### config.mk
export PLATFORM = sky130hd
export DESIGN_NAME = regfile_wr_arbiter
export DESIGN_NICKNAME = d
export VERILOG_FILES = /design/src/rtl/regfile_wr_arbiter.sv
export SDC_FILE = /design/constraint.sdc
export NUM_CORES = 1
export LEC_CHECK = 0
export CAP_MARGIN = 20
export CORE_ASPECT_RATIO = 0.8
export CORE_MARGIN = 4
export CORE_UTILIZATION = 40
export DETAILED_ROUTE_END_ITERATION = 7
export GPL_TIMING_DRIVEN = 0
export PLACE_DENSITY = 0.78
export SETUP_SLACK_MARGIN = 0.1
export SYNTH_ARGS = -nofsm -noshare
export SYNTH_HDL_FRONTEND = slang
export SYNTH_SLANG_ARGS = --single-unit
### constraint.sdc
create_clock -name clk -period 2.2 [get_ports clk]
set_input_delay 0.66 -clock clk [delete_from_list [all_inputs] [get_ports clk]]
set_output_delay 0.66 -clock clk [all_outputs]
set_load 0.02 [all_outputs]
### src/rtl/regfile_wr_arbiter.sv
// Two-requester register-file write arbiter: round-robin on contention,
// registered write port, address-0 write discard counter and RAW hazard flag.
module regfile_wr_arbiter #(
    parameter int BUS_WIDTH  = 8,
    parameter int ADDR_WIDTH = 3
) (
    input  logic                  clk,
    input  logic                  rst,
    input  logic                  alu_valid,
    input  logic [ADDR_WIDTH-1:0] alu_addr,
    input  logic [BUS_WIDTH-1:0]  alu_data,
    output logic                  alu_ready,
    input  logic                  mem_valid,
    input  logic [ADDR_WIDTH-1:0] mem_addr,
    input  logic [BUS_WIDTH-1:0]  mem_data,
    output logic                  mem_ready,
    input  logic [ADDR_WIDTH-1:0] rd_addr_a,
    input  logic [ADDR_WIDTH-1:0] rd_addr_b,
    output logic                  we,
    output logic [ADDR_WIDTH-1:0] wr_addr,
    output logic [BUS_WIDTH-1:0]  wr_data,
    output logic                  hazard,
    output logic [7:0]            zero_wr_cnt
);

    logic                  prio_q, prio_d;
    logic                  we_q, we_d;
    logic [ADDR_WIDTH-1:0] wr_addr_q, wr_addr_d;
    logic [BUS_WIDTH-1:0]  wr_data_q, wr_data_d;
    logic [7:0]            zero_wr_cnt_q, zero_wr_cnt_d;

    logic                  xfer;
    logic [ADDR_WIDTH-1:0] win_addr;
    logic [BUS_WIDTH-1:0]  win_data;

    // prio only matters when both requesters are valid at once
    always_comb begin
        alu_ready = alu_valid && (!mem_valid || !prio_q);
        mem_ready = mem_valid && (!alu_valid || prio_q);
        xfer      = alu_ready || mem_ready;
        win_addr  = alu_ready ? alu_addr : mem_addr;
        win_data  = alu_ready ? alu_data : mem_data;
    end

    always_comb begin
        prio_d        = prio_q;
        we_d          = 1'b0;
        wr_addr_d     = wr_addr_q;
        wr_data_d     = wr_data_q;
        zero_wr_cnt_d = zero_wr_cnt_q;
        if (alu_ready) begin
            prio_d = 1'b1;
        end else if (mem_ready) begin
            prio_d = 1'b0;
        end
        if (xfer) begin
            if (win_addr != '0) begin
                we_d      = 1'b1;
                wr_addr_d = win_addr;
                wr_data_d = win_data;
            end else if (zero_wr_cnt_q != 8'hFF) begin
                // address 0 is read-only: swallow the write, just count it
                zero_wr_cnt_d = zero_wr_cnt_q + 8'd1;
            end
        end
    end

    always_ff @(posedge clk or posedge rst) begin
        if (rst) begin
            prio_q        <= 1'b0;
            we_q          <= 1'b0;
            wr_addr_q     <= '0;
            wr_data_q     <= '0;
            zero_wr_cnt_q <= 8'd0;
        end else begin
            prio_q        <= prio_d;
            we_q          <= we_d;
            wr_addr_q     <= wr_addr_d;
            wr_data_q     <= wr_data_d;
            zero_wr_cnt_q <= zero_wr_cnt_d;
        end
    end

    always_comb begin
        we          = we_q;
        wr_addr     = wr_addr_q;
        wr_data     = wr_data_q;
        zero_wr_cnt = zero_wr_cnt_q;
        hazard      = we_q && (((rd_addr_a == wr_addr_q) && (rd_addr_a != '0)) ||
                               ((rd_addr_b == wr_addr_q) && (rd_addr_b != '0)));
    end

endmodule
== Word level (Yosys, flattened, before mapping) ==
Cells that the tools add are included.
Word-level totals
  memories kept: 0
  memory bits (read-only): 0
  bits in writable memories: 0
  output and inout port bits: 23
  input bits: 32
  latch bits: 0
  register bits: 21
  logic and storage cells: 34
Operators by class
  divide/modulo/power cells: 0
  add/sub/neg operators: 1
  shifts and indexed selects: 0
  equality and inequality tests: 3
  muxes and demuxes: 6
  bitwise operators: 1
  reduce and logical (&&, ||, !) cells: 18
  $lt $le $gt $ge: 0
  multiply operators: 0
Operators with widths (number)
  nonzero test 3 bit: 3
  adder 8 x 1 -> 8 bit (second input constant): 1
  two-way mux 8 bit: 1
  != test 8 bit (second input constant): 1
  == test 3 bit: 2
  logical AND 1 bit: 5
  logical OR 1 bit: 4
  two-way mux 1 bit: 4
  zero test 1 bit: 3
  two-way mux 3 bit: 1
  AND reduction 3 bit: 1
  AND reduction 2 bit: 1
  nonzero test 2 bit: 1
  inverter 1 bit: 1

== Longest topological paths before layout ==
Gate-level depths: netlist of the first run.
  word-level depth: 7
  mapped depth: 5
  mapped depth without buffers: 5

== Least setup slack after synthesis of the first run ==
Ideal clock, no wire load.
  kind: input port to flip-flop
  start point: input port alu_valid
  end point: register wr_data_q[0], in the netlist wr_data[0]
  data arrival time: 1.895 ns
  cell stages on the path: 5
  setup time: 0.125 ns
  path slack: 0.180 ns
  data required time: 2.075 ns
  path buffers: 1
  path through: a21boi_4 -> mux2i_4 -> nor2b_4 -> buf_6 -> mux2_4
On the way
  longest elaborated chain between the ends: 5
  elaborated cells on any way between the ends: 9
  classes of those cells: 2 x mux; 7 x reduce/logical
RTL lines
  start: declaration: RTL line 9  | input logic alu_valid,
  parallel branches: the longest is 5 deep, another holds two-way mux 3 bit
  end signal: assignment: RTL line 79  | wr_data_q <= wr_data_d;
  end: declaration: RTL line 29  | logic [BUS_WIDTH-1:0] wr_data_q, wr_data_d;
Parallel ways; which one is timed is not known.
A chain may end at the register's enable or synchronous reset.

== Worst setup path after layout of the first run ==
  start point: input port rd_addr_b[0]
  end point: output port hazard
On the way
  longest elaborated chain between the ends: 4
  elaborated cells on any way between the ends: 5
  classes of those cells: 1 x eq/ne; 4 x reduce/logical
RTL lines
  start: declaration: RTL line 18  | input logic [ADDR_WIDTH-1:0] rd_addr_b,
  == test 3 bit or nonzero test 3 bit (tied branches): RTL line 90  | ((rd_addr_b == wr_addr_q) && (rd_addr_b != '0)));
  logical AND 1 bit *: RTL line 90
  logical OR 1 bit *: RTL line 89  | hazard = we_q && (((rd_addr_a == wr_addr_q) && (rd_addr_a != '0)) ||
  logical AND 1 bit *: RTL line 89
  end: declaration: RTL line 22  | output logic hazard,
Every way passes the cells marked *; elsewhere a longest branch is shown, timed or not.

==> results.toml, run 1 <==
[pwr]
clockPowerShare = 0.188
p_sw_frac = 0.3482
seq_power_share = 0.410
p_comb_frac = 0.401
net-switching-power_mw = 0.4731
internal_power_mw = 0.8856
power_density_nw_per_um2 = 719.6
irDropWorstVdd_uv = 484.4
p_leak_nw = 0.8358

[final_layout]
layout.nets = 196
mostFrequentLayoutCell = "clkdlybuf4s50_1"
fin_cells = 200
drive_above_1_share = 0.3272
regArea_um2 = 528.0
finalInstanceArea_um2 = 1888
layout_common_cells = "clkdlybuf4s50_1, dfrtp_1, mux2_2, xor2_1, mux2_4"
fill_cells = 215
diodes = 0
multi_input_area_um2 = 670.6
finish.utilization = 0.6776
syn_to_final_growth_pct = 60.19

[yosys]
synthCells = 99
synth_edf_count = 0
syn_avg_cell_area_um2 = 11.91
ys.flop_type = "dfrtp_1"
ys_seq_area_frac = 0.4459
yosysWarnings = 0
syn_nets = 132
yosys.area.top_type_share = 0.4459
synth_cell_type_count = 29
yosys.area.top_type = "dfrtp_1"
syn-cell-area_um2 = 1179
synth-seq-cells = 21
synthArstFlopShare = 1.000
synth.area.top_cells = "dfrtp_1, mux2_2, mux2_4, xor2_1, mux2i_1"

[cts]
clk_path_buf_depth = 2
cts_tree = "done"
cts_hold_buf = 0
root_buffer = "clkbuf_8"
clk_pin_slew_ns = 0.07
cts.sinks = 21
cts_buffers = 3
htree_levels = 1
clk_latency_ns = 0.26

[place]
place_congestion = 0.7968
post_dp_cell_area_um2 = 1767
dp_hpwl_um = 2322
dp_slack_ns = -0.8764
port_buffers = 54
dpl.cell_count = 191

[sta]
worst_pin_slew_ns = 0.8090
drv_slew = 0
timing.fmax_mhz = 483.1
rsz0062_at_grt = "true"
worst_slack_ns = 0.1298
whs_ns = 0.5156
period_share = 0.9410
setup_violations = 0
fin_crit_ns = 2.070
hold_viol_final = 0
skew_ns = 0.007981
slew-limit-headroom = 0.4601

[route]
vias_per_cell = 5.060
wire_per_inst_um = 15.63
drc_errors = 0
totalWireLength_um = 3125
drt_iter0_drc = 30
vias = 1012
final_antenna_net_count = 0
firstDrtPassIters = 4

[worst_setup_path]
crit_required_ns = 1.54
endpoint_kind = "primary output"
worst-path-buf-inv = 2
crit_fanout = 1
cp_cell_sequence = "buf_2 -> xor2_2 -> a211oi_2 -> o21a_1 -> buf_6"
slowest_delay_ns = 0.19
path_class = "in -> out"
cpLargestDelayFamily = "compound AO/OA/AOI/OAI gates"
critical_path.slowest_cell = "a211oi_2"
setup.worst_path.start_class = "input pin"
arrival_ns = 1.41

[global_route]
grt_pass1_vias = 1059
overflow = 0
grt_max_degree = 22
grt_pass1_wl_um = 4968
grt_usage = 0.1721
antenna_found_initial = 0

[status]
status = "completed"

[run]
max_cap_viol_count = 0

[hold_path]
hold_path_class = "reg -> reg"

[floorplanning]
core_um2 = 2786
die-area_um2 = 3884
initial_core_util = 0.4230
rows = 17
die_y_um = 56.55
die_w_um = 68.69
top_level_ports = 55
==> layer usage <==
layer  vias to the layer above  track usage  share of wire
met5                         -            0              0
met4                         0      0.07500          0.020
met3                         6      0.03000          0.057
met2                        36       0.2952           0.52
met1                       490       0.2055           0.40
li1                        480            -              -
==> flip-flops by register name, indices dropped and copies added (netlist names) <==
register / count
we: 1
zero_wr_cnt: 8
wr_addr: 3
wr_data: 8
prio_q: 1
==> kinds of logic (layout without fill, tap and decap cells) <==
logic type,count (synthesis),after routing,share of synthesized area
and+or+nand+nor,25,25,0.1263
muxes,22,22,0.2357
DFF,21,21,0.4459
AOI/OAI and AO/OA,11,11,0.07112
xor gates and xnor gates,10,10,0.07431
buffers and inverters,9,72,0.03608
adders and majority gates,1,1,0.01061
==> per-stage QoR <==
stage	TNS, ns	power (mW)
4_1_cts	0	1.352
2_1_floorplan	0	0.8139
3_5_place_dp	-7.510	1.081
5_1_grt	0	1.430
3_3_place_gp	-6.878	1.060
6_report	0	1.359
==> repair_timing <==
item / CTS / global route
setup endpoints to repair: 16 / 6
resized for setup: 50 / 10
buffers inserted: 4 / 1
pin swaps: 6 / 9
==> synth_stat cells (2+ instances only) <==
cell	instances
o22ai_1	3
o21ai_0	3
nor2_1	4
nand3_1	3
dfrtp_1	21
a211oi_1	2
nor4_1	4
nand2_1	4
xor2_1	10
mux2i_1	3
nor3_1	3
mux2_2	12
mux2_4	6
inv_1	6
==> area by class of cell <==
class | count | share of cell area
plain buffers | 3 | 0.01392
repair buffers | 59 | 0.2896
flip-flops and latches | 21 | 0.2797
clock inverters | 1 | 0.002651
inverters | 6 | 0.01193
clock buffers | 3 | 0.02187
multi-input cells | 69 | 0.3552
well taps | 38 | 0.02518
==> worst register-to-register path: cells and delay by family, from the launching register on <==
family	cells	cell delay, ns
mux	2	0.52
simple gates	1	0.20
buf+inv	2	0.33
flops	1	0.42
compound gates	1	0.20
==> final timing paths <==
kind | startpoint | to | slack, ns | depth (start not counted)
min in group asynchronous | rst | zero_wr_cnt[3] | 0.85 | 2
max reg2reg | prio_q | wr_data[3] | 0.42 | 6
max in group asynchronous | rst | wr_addr[0] | 0.80 | 2
min reg2reg | wr_data[0] | wr_data[0] | 0.52 | 1
min | wr_data[0] | wr_data[0] | 0.52 | 1
max | rd_addr_b[0] | hazard | 0.13 | 5
==> power by group through the flow <==
| stage | clock network [mW] | registers, mW | logic (mW) |
|---|---|---|---|
| after floorplan | 0 | 0.631 | 0.183 |
| after global placement | 0 | 0.548 | 0.512 |
| after detailed placement | 0 | 0.556 | 0.525 |
| after CTS | 0.259 | 0.552 | 0.541 |
| after global routing | 0.279 | 0.571 | 0.580 |
| final | 0.256 | 0.558 | 0.545 |
Power figures use the tool's default switching activity.
==> run 2: changes to the inputs <==
--- a/config.mk
+++ b/config.mk
@@ -16,3 +16,4 @@
 export SYNTH_ARGS = -nofsm -noshare
 export SYNTH_HDL_FRONTEND = slang
 export SYNTH_SLANG_ARGS = --single-unit
+export TNS_END_PERCENT = 5
==> results.toml, run 2 (synthesized netlist as in run 1, its figures left out) <==
[worst_setup_path]
setup.worst_path.start_class = "input pin"
path_class = "in -> out"
slowest_delay_ns = 0.23
crit_required_ns = 1.54
critical_path.slowest_cell = "a211oi_2"
arrival_ns = 1.45
worst-path-buf-inv = 2
crit_fanout = 1
cp_cell_sequence = "buf_6 -> xor2_2 -> a211oi_2 -> o21a_1 -> buf_6"
endpoint_kind = "primary output"
cpLargestDelayFamily = "compound AO/OA/AOI/OAI gates"
cp_common_cell = "buf_6"

[pwr]
internal_power_mw = 0.8830
clockPowerShare = 0.189
power_mw = 1.354
p_comb_frac = 0.401
irDropWorstVdd_uv = 486.8
seq_power_share = 0.411
power_density_nw_per_um2 = 722.9
net-switching-power_mw = 0.4710
p_sw_frac = 0.3478
p_leak_nw = 0.8224

[cts]
cts_buffers = 3
cts.sinks = 21
root_buffer = "clkbuf_8"
clk_latency_ns = 0.26
htree_levels = 1
clk_pin_slew_ns = 0.07
cts_hold_buf = 0
cts_tree = "done"
clk_path_buf_depth = 2

[final_layout]
drive_above_1_share = 0.3168
syn_to_final_growth_pct = 58.92
diodes = 0
mostFrequentLayoutCell = "clkdlybuf4s50_1"
layout_common_cells = "clkdlybuf4s50_1, dfrtp_1, mux2_2, xor2_1"
fin_cells = 199
layout.nets = 195

[route]
vias_per_cell = 5.085
firstDrtPassIters = 4
dr_wl_met3_um = 180
drc_errors = 0
wl_met2_um = 1606
final_antenna_net_count = 0
routed.top_layer = "met4"
vias = 1012
wire_per_inst_um = 15.67
drt_iter0_drc = 36
totalWireLength_um = 3118
drt-met1-wl_um = 1250

[sta]
rsz0062_at_grt = "true"
worst_pin_slew_ns = 0.8071
hold_viol_final = 0
slew-limit-headroom = 0.4614
period_share = 0.9585
setup_violations = 0
drv_slew = 0
timing.fmax_mhz = 474.2
skew_ns = 0.007784
fin_crit_ns = 2.109
whs_ns = 0.5162
fin_tns_setup_ns = 0

[floorplanning]
initial_core_util = 0.4230
top_level_ports = 55
die_y_um = 56.55
die-area_um2 = 3884
core_um2 = 2786
die_w_um = 68.69
rows = 17

[place]
port_buffers = 54
place_congestion = 0.7968
dp_hpwl_um = 2322
dpl.cell_count = 191

[global_route]
grt_max_degree = 22
grt_usage = 0.1746
antenna_found_initial = 0
overflow = 0
grt_pass1_wl_um = 5009
grt_pass1_vias = 1059

[hold_path]
hold_path_class = "reg -> reg"

[status]
status = "completed"

[run]
max_cap_viol_count = 0
[run 2: cell types whose count changed in the layout (fill, tap and decap cells not counted)]
cell and change:
dlymetal6s2s_1 -1, buf_2 -4, clkbuf_2 +3, clkdlybuf4s50_1 +1, xor2_2 -1, mux2_4 -1
buf_4 -1, buf_6 +1, mux2_2 +1, xor2_1 +1
[run 2: path summary, 6_finish.rpt]
| check | from | to | slack (ns) | cells past startpoint |
|---|---|---|---|---|
| max | rd_addr_b[0] | hazard | 0.09 | 5 |
| max reg2reg | prio_q | wr_data[3] | 0.45 | 6 |
| max in group asynchronous | rst | wr_addr[0] | 0.80 | 2 |
| min | wr_data[0] | wr_data[0] | 0.52 | 1 |
| min in group asynchronous | rst | zero_wr_cnt[3] | 0.85 | 2 |
| min reg2reg | wr_data[0] | wr_data[0] | 0.52 | 1 |
[run 2: cell type report]
class / instances / area (µm²)
fillers: 219 / 913.4
clock buffers: 3 / 41.29
clock inverters: 1 / 5.005
plain buffers: 3 / 26.28
flip-flops and latches: 21 / 528.0
well taps: 38 / 47.55
repair buffers: 58 / 543.0
multi-input cells: 69 / 659.4
inverters: 6 / 22.52
[run 2: what timing repair did]
item	in CTS	in global routing
gates resized for setup	34	22
pin swaps	4	6
endpoints found under the setup margin	16	6
buffers inserted	4	0
[run 2: power groups by stage]
stage / sequential, mW / clock [mW] / combinational [mW]
after floorplan: 0.631 / 0 / 0.183
after global placement: 0.548 / 0 / 0.512
after detailed placement: 0.556 / 0 / 0.525
after CTS: 0.552 / 0.259 / 0.542
after global routing: 0.570 / 0.279 / 0.577
final: 0.556 / 0.255 / 0.542
[run 2: metrics by stage]
step                setup slack (ns)  area, µm²  utilization
finish                       0.09121       1873       0.6722
global route                 0.05734       1873       0.6722
detailed placement           -0.8764       1767       0.6340
CTS                         -0.05705       1868       0.6704
floorplan                     0.1797       1179            -
global placement             -0.8331       1767       0.6340
[run 2: per-layer routing]
layer | track usage | up-vias
li1 | - | 476
met3 | 0.03000 | 9
met2 | 0.3048 | 46
met4 | 0.07500 | 0
met5 | 0 | -
met1 | 0.2043 | 481
